==> config.mk <==
export PLATFORM = sky130hd
export DESIGN_NAME = mips_pipeline_ctrl
export DESIGN_NICKNAME = d
export VERILOG_FILES = /design/src/rtl/mips_pipeline_ctrl.sv
export SDC_FILE = /design/constraint.sdc
export NUM_CORES = 1
export LEC_CHECK = 0
export CAP_MARGIN = 15
export CORE_MARGIN = 5
export CORE_UTILIZATION = 30
export DETAILED_ROUTE_END_ITERATION = 8
export PLACE_DENSITY = 0.64
export SYNTH_ARGS = -nofsm -noshare
export SYNTH_HDL_FRONTEND = slang
export SYNTH_SLANG_ARGS = --single-unit
==> constraint.sdc <==
create_clock -name clk -period 3.8 [get_ports clk]
set_input_delay 0.38 -clock clk [delete_from_list [all_inputs] [get_ports clk]]
set_output_delay 0.38 -clock clk [all_outputs]
set_load 0.03 [all_outputs]
==> src/rtl/mips_pipeline_ctrl.sv <==
// Run-control and hazard unit for the five-stage MIPS pipeline: generates the
// PC / IF/ID / global enables, per-stage flushes and an enabled-cycle counter.
module mips_pipeline_ctrl #(
  parameter int LEN          = 32,
  parameter int NB           = 5,
  parameter int FLUSH_W      = 3,
  parameter int DRAIN_CYCLES = 4
) (
  input  logic               clk,
  input  logic               reset,
  input  logic               in_start,
  input  logic               in_step,
  input  logic               in_halt,
  input  logic [NB-1:0]      in_id_rs,
  input  logic [NB-1:0]      in_id_rt,
  input  logic               in_ex_mem_read,
  input  logic [NB-1:0]      in_ex_rt,
  input  logic               in_redirect,
  output logic               out_pipe_enable,
  output logic               out_pc_enable,
  output logic               out_if_id_enable,
  output logic [FLUSH_W-1:0] out_flush,
  output logic               out_running,
  output logic               out_halted,
  output logic [LEN-1:0]     out_cycle_count
);

  typedef enum logic [2:0] {
    S_IDLE,
    S_RUN,
    S_STEP,
    S_DRAIN,
    S_HALTED
  } state_e;

  localparam int DCW = $clog2(DRAIN_CYCLES + 1);

  // Flush masks: bit 0 squashes IF/ID, bit 1 injects a bubble into ID/EX.
  localparam logic [FLUSH_W-1:0] FLUSH_IF_ID = FLUSH_W'(1);
  localparam logic [FLUSH_W-1:0] FLUSH_ID_EX = FLUSH_W'(2);

  state_e         state_q, state_d;
  logic           step_prev_q;
  logic [DCW-1:0] drain_q, drain_d;
  logic [LEN-1:0] count_q;
  logic           running_q, halted_q;

  logic load_use;
  logic step_rise;
  logic active;
  logic halt_accept;

  assign load_use = in_ex_mem_read && (in_ex_rt != '0) &&
                    ((in_ex_rt == in_id_rs) || (in_ex_rt == in_id_rt));
  assign step_rise   = in_step && !step_prev_q;
  assign active      = (state_q == S_RUN) || (state_q == S_STEP) || (state_q == S_DRAIN);
  assign halt_accept = ((state_q == S_RUN) || (state_q == S_STEP)) &&
                       !in_redirect && !load_use && in_halt;

  // NOTE: sequential state uses non-blocking assignments so every flop samples
  // the pre-edge value of its neighbours, independent of block ordering.
  always_ff @(posedge clk or negedge reset) begin
    if (!reset) begin
      state_q     <= S_IDLE;
      step_prev_q <= 1'b0;
      drain_q     <= '0;
      running_q   <= 1'b0;
      halted_q    <= 1'b0;
    end else begin
      state_q     <= state_d;
      step_prev_q <= in_step;
      drain_q     <= drain_d;
      running_q   <= (state_d == S_RUN) || (state_d == S_STEP) || (state_d == S_DRAIN);
      halted_q    <= (state_d == S_HALTED);
    end
  end

  // NOTE: every signal written here gets a default first, so no path leaves it
  // unassigned and no latch is inferred.
  always_comb begin
    state_d = state_q;
    drain_d = drain_q;
    unique case (state_q)
      S_IDLE: begin
        if (in_start)       state_d = S_RUN;
        else if (step_rise) state_d = S_STEP;
      end
      S_RUN: begin
        if (halt_accept) state_d = S_DRAIN;
      end
      S_STEP: begin
        state_d = halt_accept ? S_DRAIN : S_IDLE;
      end
      S_DRAIN: begin
        if (in_redirect)                 state_d = S_RUN;
        else if (drain_q <= DCW'(1))     state_d = S_HALTED;
      end
      S_HALTED: state_d = S_HALTED;
      default:  state_d = S_IDLE;
    endcase

    if (halt_accept) begin
      drain_d = DCW'(DRAIN_CYCLES);
    end else if ((state_q == S_DRAIN) && (drain_q != '0)) begin
      drain_d = drain_q - DCW'(1);
    end
  end

  always_comb begin
    out_pipe_enable  = 1'b0;
    out_pc_enable    = 1'b0;
    out_if_id_enable = 1'b0;
    out_flush        = '0;
    if (active) begin
      out_pipe_enable  = 1'b1;
      out_pc_enable    = 1'b1;
      out_if_id_enable = 1'b1;
      if (state_q == S_DRAIN) begin
        out_pc_enable = 1'b0;
        out_flush     = FLUSH_IF_ID;
      end
      // Redirect outranks load-use: the target must load even if a stall was due.
      if (in_redirect) begin
        out_pc_enable = 1'b1;
        out_flush     = '1;
      end else if (load_use) begin
        out_pc_enable    = 1'b0;
        out_if_id_enable = 1'b0;
        out_flush        = out_flush | FLUSH_ID_EX;
      end
    end
  end

  always_ff @(posedge clk or negedge reset) begin
    if (!reset) begin
      count_q <= '0;
    end else if (out_pipe_enable && (count_q != '1)) begin
      count_q <= count_q + LEN'(1);
    end
  end

  assign out_running     = running_q;
  assign out_halted      = halted_q;
  assign out_cycle_count = count_q;

endmodule

## Word-level counts from Yosys, hierarchy flattened

Index checks and enable logic that the tools add are counted.
W data, S select, Z words.

| word-level totals | value |
|---|---|
| output and inout port bits | 40 |
| word-level logic and storage cells | 61 |
| flip-flop bits (word level) | 41 |

| operators by class | value |
|---|---|
| add/subtract/negate cells | 2 |
| multiplexer cells | 21 |
| equal/unequal tests | 11 |
| magnitude comparators | 1 |
| reduce and logical (&&, ||, !) cells | 20 |

Operators by type and width:

| operator | number |
|---|---|
| $add A32 B1 Y32 const B | 1 |
| $ne A32 B32 Y1 const B | 1 |
| $mux W3 | 9 |
| $pmux W3 S5 | 1 |
| $eq A3 B2 Y1 const B | 4 |
| $eq A5 B5 Y1 | 2 |
| $mux W1 | 9 |
| $logic_and A1 B1 Y1 | 8 |
| $eq A3 B1 Y1 const B | 2 |
| $eq A3 B3 Y1 const B | 2 |
| $logic_or A1 B1 Y1 | 5 |
| $reduce_bool A5 Y1 | 1 |
| $mux W2 | 2 |
| $le A3 B1 Y1 const B | 1 |
| $logic_not A1 Y1 | 3 |
| $logic_not A3 Y1 | 1 |
| $reduce_bool A3 Y1 | 1 |
| $sub A3 B1 Y3 const B | 1 |
| $reduce_bool A2 Y1 | 1 |

## Depth between registers and ports, before layout

Gate-level depths: netlist of run 1.

| depth | value |
|---|---|
| depth after elaboration | 11 |
| gate-level depth with buffers | 8 |

## Least setup slack after synthesis of run 1

Ideal clock, no wire load.

| path | value |
|---|---|
| path type | flip-flop to flip-flop |
| start | register count_q[0] (netlist: out_cycle_count[0]) |
| end | register count_q[1] (netlist: out_cycle_count[1]) |
| arrival time | 2264 ps |
| clock period less this slack | 2392 ps |
| path slack | 1408 ps |
| data required time | 3672 ps |
| cell stages (with the launch flop) | 8 |
| cell sequence | dfrtp_1 ha_1 and3_1 nand4_2 or4_4 buf_6 nand2_1 mux2_1 |

| between the ends | value |
|---|---|
| longest elaborated chain between the ends | 2 |
| elaborated cells between the ends (all ways) | 3 |
| classes of those cells | 1 x add/sub; 1 x eq/ne; 1 x reduce/logical |

Ends and longest elaborated chain:

| what | RTL line | text |
|---|---|---|
| start, declared | 45 | `logic [LEN-1:0] count_q;` |
| start signal, assigned | 138 | `count_q <= count_q + LEN'(1);` |
| parallel branches: the longest is 2 deep, another holds $add A32 B1 Y32 | n/a |  |

Parallel ways; which one is timed is not known.
A chain may end at the register's enable or synchronous reset.

## Final worst setup path of run 1

| path | value |
|---|---|
| start | input port in_ex_rt[2] |
| end | output port out_flush[1] |

| between the ends | value |
|---|---|
| longest elaborated chain between the ends | 6 |
| elaborated cells between the ends (all ways) | 9 |
| classes of those cells | 2 x eq/ne; 3 x mux; 4 x reduce/logical |

Ends and longest elaborated chain:

| what | RTL line | text |
|---|---|---|
| start, declared | 17 | `input logic [NB-1:0] in_ex_rt,` |
| $eq A5 B5 Y1 / $reduce_bool A5 Y1 (equally long branches) | 54, 53 |  |
| $logic_or A1 B1 Y1 / $logic_and A1 B1 Y1 (equally long branches) | 54, 53 |  |
| $logic_and A1 B1 Y1 * | 53 | `assign load_use = in_ex_mem_read && (in_ex_rt != '0) &&` |
| $mux W2 * | 126 | `end else if (load_use) begin` |
| $mux W3 * | 123 | `if (in_redirect) begin` |
| $mux W3 * | 114 | `if (active) begin` |
| end, declared | 22 | `output logic [FLUSH_W-1:0] out_flush,` |

Mark *: on every way between the ends. The rest lies on a longest branch, timed or not.

==> metrics.md, run 1 <==
| Metric | Value |
|---|---|
| Synth Register Bits | 41 |
| Cell Area, Synth | 2280 um^2 |
| Crit path launch | in_ex_rt[2] |
| Fraction of layout cells with a size suffix above 1 | 0.0845 |
| Rel. slew slack | 0.343 |
| DR DRC count | 0 |
| Ant. Diodes | 0 |
| Placer Congestion | 0.804 |
| RSZ-0062 raised after global routing | false |
| Yosys Warn Count | 0 |
| Post-layout util | 0.415 |
| Port Buf Inserts | 61 |
| Total track usage | 0.123 |
| Nets@finish | 309 |
| Crit path kind | in -> out |
| Max-Cap Viols | 0 |
| Die Wd | just under 100 um |
| Post-CTS Repair Setup Buffers | 0 |
| Initial antenna violation count | 0 |
| CTS H-tree lvls | 2 |
| Clock root buffer | clkbuf_8 |
| Worst-path cell chain | clkdlybuf4s50_1, xor2_1, nor3_1, nand3_1, a21oi_1, o21a_1, clkdlybuf4s50_1 |
| Antenna Nets Post-Route | 0 |
| Cell Pwr Density | ~490 nW/um^2 |
| Die ar. | around 9500 um^2 |
| Sink Count | 41 |
| HP Class | in -> async |
| Clock Skew | 9.79 ps |
| Status | finished clean |
| Final WL | 5590 um |
| Part of the cycle the worst path needs | 0.824 |
| # resized after CTS | 0 |
| Final worst path period need | about 3100 ps |
| Via density | 4.90 |
| Setup TNS | 0 ps |
| Max IR drop VDD | 0.401 mV |
| Gate count of the mapped netlist | 224 |
| Overflow after GRT | 0 |
| Leakage | 1.26 nW |
| Hold-fix buffers, CTS | 0 |
| DP Wirelength | 4070 um |
| Post-Layout Inst Area | slightly above 3000 um^2 |
| Boundary Pins | 62 |
| Clock transition at path regs | 80 ps |
| Global-route wire length before repair | around 9600 um |
| Final setup fails | 0 |
| Max-slew violations | 0 |
| Worst EP required | 3420 ps |
| Vias | 1877 |
| Clock latency on the worst-skew pair | ~290 ps |
| CP Max Fanout | 9 |
| Drt initial violations | 67 |
| Synth unique cells | 41 |
| Most numerous cell on the critical path | clkdlybuf4s50_1 |
| Worst-margin pin slew | 978 ps |
| Placed cell area | between 2000 and 3000 um^2 |
| Crit start category | input port |
| Starting density of the core | 0.311 |
| First-pass DRT Iterations | 4 |
| Synth Area per Inst | 10.2 um^2 |
| Setup crit end kind | output pin |
| Hold Vio Cnt, Final | 0 |
| Syn Nets | 249 |
| Largest net degree at the start of global routing | 42 |
| R2r setup slk | approximately 1300 ps |
| Area growth from synthesis to layout | 33.4% |
| Vias in the first global route | approximately 1900 |
| Wire per inst | 14.6 um |
| Highest clock rate | roughly 0.32 GHz |
| Crit path arrival time | 2750 ps |
| Slowest-stage cell, CP | clkdlybuf4s50_1 |
| Core area | 7330 um^2 |
| # rows | 31 |
| CTS tree | done |
| Clock Path Buffers | 2 |
| Number of buffers created by CTS | 5 |
| Die Height | a little under 100 um |
| Register area share after synthesis | 0.450 |
| Reg2reg start | out_cycle_count[0] |
| Slowest stage delay, CP | 670 ps |
## worst max-delay path: cells and delay by family
kind / cells / cell delay (ps)
simple gates: 2 / 270
buf+inv: 2 / 1150
xor+xnor: 1 / 190
compound gates: 2 / 760
## final cells by class
class / instances / area (um^2)
flip-flops and latches: 41 / 1030
fillers: 713 / 4290
clock buffers: 7 / 86.3
repair buffers: 62 / 613
well taps: 99 / 124
multi-input cells: 168 / 1170
inverters: 6 / 22.5
## cells in the mapped netlist (all sizes together)
cell / count / area (um^2)
nor3: 10 / 50.1
dfrtp: 41 / 1030
or4: 2 / 18.8
a221o: 1 / 10.0
inv: 6 / 22.5
and3: 8 / 51.3
nand2: 8 / 30.0
nand3: 22 / 145
a22o: 2 / 17.5
buf: 4 / 41.3
nand2b: 2 / 12.5
ha: 3 / 37.5
o22ai: 1 / 6.26
mux2: 1 / 11.3
o32ai: 1 / 8.76
xor2: 15 / 131
o31a: 2 / 17.5
clkbuf: 5 / 18.8
or2: 2 / 12.5
nor4: 6 / 50.0
and2: 2 / 12.5
a31oi: 2 / 12.5
nor2b: 2 / 12.5
xnor2: 26 / 228
nand4: 14 / 100
and4: 3 / 26.3
nor2: 13 / 48.8
o21a: 2 / 15.0
o21ai: 4 / 20.0
nor3b: 1 / 7.51
a21oi: 8 / 40.0
or3: 2 / 17.5
o31ai: 3 / 22.5
## cells by family after synthesis
group | share of synthesized area
simple gates | 0.261
xor+xnor | 0.157
flops | 0.450
compound gates | 0.0746
buf+inv | 0.0362
fa+ha+maj | 0.0164
mux | 0.00493
## cell usage in the layout, fill, tap and decap left out, types with 7 or more instances in the layout
cell type        count
nor3_1              10
xor2_1              15
xnor2_1             26
clkdlybuf4s50_1     60
nand3_2              7
dfrtp_1             41
and3_1               7
a21oi_1              8
nand3_1             15
nand2_1              8
nor2_1              13
nand4_1             12
## registers in the layout (all words and copies together), names as in the netlist
register	flops
drain_q	3
step_prev_q	1
out_halted	1
out_running	1
state_q	3
out_cycle_count	32
## worst paths after layout
check | to | cells past startpoint
hold / removal | out_cycle_count[23] | 1
setup / recovery | out_flush[1] | 7
max in group asynchronous | drain_q[1] | 1
hold reg to reg | out_cycle_count[9] | 1
min in group clk | out_cycle_count[9] | 1
setup reg to reg | out_cycle_count[9] | 6
## power by group
part,total [W],internal [W],leakage [nW],switching (W)
clock,0.000291,0.000144,0.0443,0.000147
sequential,0.000594,0.000506,0.538,0.0000882
combinational,0.000611,0.000268,0.676,0.000343
## routing by layer
layer  vias up  track usage  routed length [um]
met5         -            0                   0
met4         0       0.0319                  68
met3         5       0.0345                 202
met2        44        0.187                2610
met1       905        0.173                2710
li1        923            -                   -
## metrics by stage
stage,std cells,hold WS [ps],worst slack (ps),power [W]
2_1_floorplan,224,84.4,1410,0.000982
3_3_place_gp,376,481,727,0.00121
3_5_place_dp,376,479,681,0.00122
4_1_cts,383,265,676,0.00151
5_1_grt,383,305,512,0.00161
6_report,383,211,670,0.00150
Note: power is estimated with default switching activity, not from simulation.
==> run 2, diff against run 1 <==
Clock period 3.8 ns to 3.2 ns, I/O delays scaled along.
==> metrics.md, run 2 (synthesized netlist as in run 1, its figures left out) <==
| Metric | Value |
|---|---|
| Status | finished clean |
| DP Wirelength | 4080 um (+0.27%) |
| Hold-fix buffers, CTS | 0 (unchanged) |
| RSZ-0062 raised after global routing | false |
| Antenna Nets Post-Route | 0 (unchanged) |
| Inst Count DP | 377 (+0.27%) |
| Hold Vio Cnt, Final | 0 (unchanged) |
| Cell Pwr Density | 583 nW/um^2 (+19%) |
| Commonest non-fill, non-tap cell in the layout | clkdlybuf4s50_1 |
| Clock Skew | 7.78 ps (-2.00 ps) |
| First-pass DRT Iterations | 4 (unchanged) |
| Final WL | 5550 um (-0.73%) |
| Worst EP required | 2880 ps (-540 ps) |
| Max-slew violations | 0 (unchanged) |
| Number of buffers created by CTS | 5 (unchanged) |
| Vias | 1880 (+0.16%) |
| Crit path kind | in -> out |
| Area growth from synthesis to layout | 33.9% |
| Post-layout util | 0.417 (+0.00154) |
| Comb power frac | 0.410 (+0.002) |
| Fin cells | 384 (+0.26%) |
| Setup slack after layout | 285 ps (-385 ps) |
| CP Max Fanout | 9 (unchanged) |
| Total track usage | 0.120 (-0.00308) |
| Max-Cap Viols | 0 (unchanged) |
| Clock root buffer | clkbuf_8 |
| Placer Congestion | 0.791 (-1.6%) |
| Clock latency on the worst-skew pair | 290 ps (about the same) |
| Rel. slew slack | 0.378 (+0.0347) |
| Highest clock rate | 0.343 GHz |
| Drt initial violations | 63 (-6.0%) |
| Place WS | 177 ps (-504 ps) |
| Reg2reg start | out_cycle_count[0] |
| HP Class | in -> async |
| Commonest cells after routing, fill and taps aside | clkdlybuf4s50_1, dfrtp_1, xnor2_1 |
| Switching Fraction | 0.388 (+0.00136) |
| Worst-margin pin slew | 934 ps (-43.9 ps) |
| Post-Layout Inst Area | 3060 um^2 (+0.37%) |
| # rows | 31 (unchanged) |
| Fraction of layout cells with a size suffix above 1 | 0.0912 (+0.00672) |
| Clock network fraction of design power | 0.194 (about the same) |
| Leakage | 1.26 nW (+0.43%) |
| Crit path arrival time | 2590 ps (-160 ps) |
| Via density | 4.90 (-0.10%) |
| Boundary Pins | 62 (unchanged) |
| Global-route wire length before repair | 9420 um (-2.1%) |
| Die Height | 97.2 um (unchanged) |
| Placed cell area | 2970 um^2 (+0.25%) |
| Overflow after GRT | 0 (unchanged) |
| Reg-to-Reg End | out_cycle_count[1] |
| Port Buf Inserts | 61 (unchanged) |
| DR DRC count | 0 (unchanged) |
| CTS tree | done |
| CTS H-tree lvls | 2 (unchanged) |
| Part of the cycle the worst path needs | 0.911 |
| Die ar. | 9450 um^2 (unchanged) |
| Final worst path period need | about 2900 ps |
| Vias in the first global route | 1867 (+0.32%) |
| Psw | 0.000692 W (+20%) |
| Crit start category | input port |
| Nets@finish | 310 (+0.32%) |
| Starting density of the core | 0.311 (unchanged) |
| Sink Count | 41 (unchanged) |
| Clock transition at path regs | 80 ps (about the same) |
| Initial antenna violation count | 0 (unchanged) |
| Setup crit end | out_pc_enable |
| Max IR drop VDD | 0.483 mV (+20%) |
| Wire per inst | 14.4 um (-0.99%) |
| Seq pwr share | 0.396 (about the same) |
| Clock Path Buffers | 2 (unchanged) |
| Setup crit end kind | output pin |
| # resized after CTS | 0 (unchanged) |
| Ant. Diodes | 0 (unchanged) |
| Crit path launch | in_ex_rt[1] |
| Largest net degree at the start of global routing | 42 (unchanged) |
| Setup TNS | 0 ps (unchanged) |
| Max reg flops | 32 (unchanged) |
| R2r setup slk | 740 ps (-590 ps) |
| Die Wd | 97.2 um (unchanged) |
| Post-CTS Repair Setup Buffers | 0 (unchanged) |
| Worst Reg2Reg Path Length in Cells | 6 (unchanged) |
| Final setup fails | 0 (unchanged) |
| Core area | 7330 um^2 (unchanged) |
| Int Power | 0.00109 W (+19%) |
-- run 2: routing by layer --
metal	vias to the layer above	track usage	routed length, um
li1	921	-	-
met1	913	0.165	2720
met2	37	0.183	2520
met3	9	0.0316	192
met4	0	0.0426	110
met5	-	0	0
-- run 2: critical path, cell delays in order --
cell	delay [ps]
clkdlybuf4s50_1	460
or4_1	530
o21ai_0	230
a21oi_2	130
o22ai_1	210
clkdlybuf4s50_1	710
-- run 2: worst min-delay path by stage --
stage                                    from                   to  slack [ps]
after floorplan                         reset           drain_q[0]          20
after global placement     out_cycle_count[9]   out_cycle_count[9]         480
after detailed placement  out_cycle_count[12]  out_cycle_count[12]         490
after CTS                               reset  out_cycle_count[23]         200
after global routing                    reset  out_cycle_count[13]         260
final                                   reset  out_cycle_count[23]         160
-- run 2: final cells by class --
type                       instances  area [um^2]
sequential                        41         1030
tap                               99          124
multi-input combinational        168         1180
clock buffer                       7         86.3
fill                             727         4270
inverter                           6         22.5
timing repair buffer              63          621
-- run 2: through the flow --
stage               power, W  hold slack [ps]
floorplan            0.00117             24.4
global placement     0.00144              479
detailed placement   0.00145              488
CTS                  0.00181              203
global route         0.00191              258
finish               0.00178              162
-- run 2: power by group through the flow --
stage | logic, W | registers [W] | clock network (W)
2_1_floorplan | 0.000391 | 0.000775 | 0
3_3_place_gp | 0.000727 | 0.000713 | 0
4_1_cts | 0.000743 | 0.000705 | 0.000360
5_1_grt | 0.000807 | 0.000721 | 0.000380
3_5_place_dp | 0.000742 | 0.000713 | 0
6_report | 0.000731 | 0.000707 | 0.000346
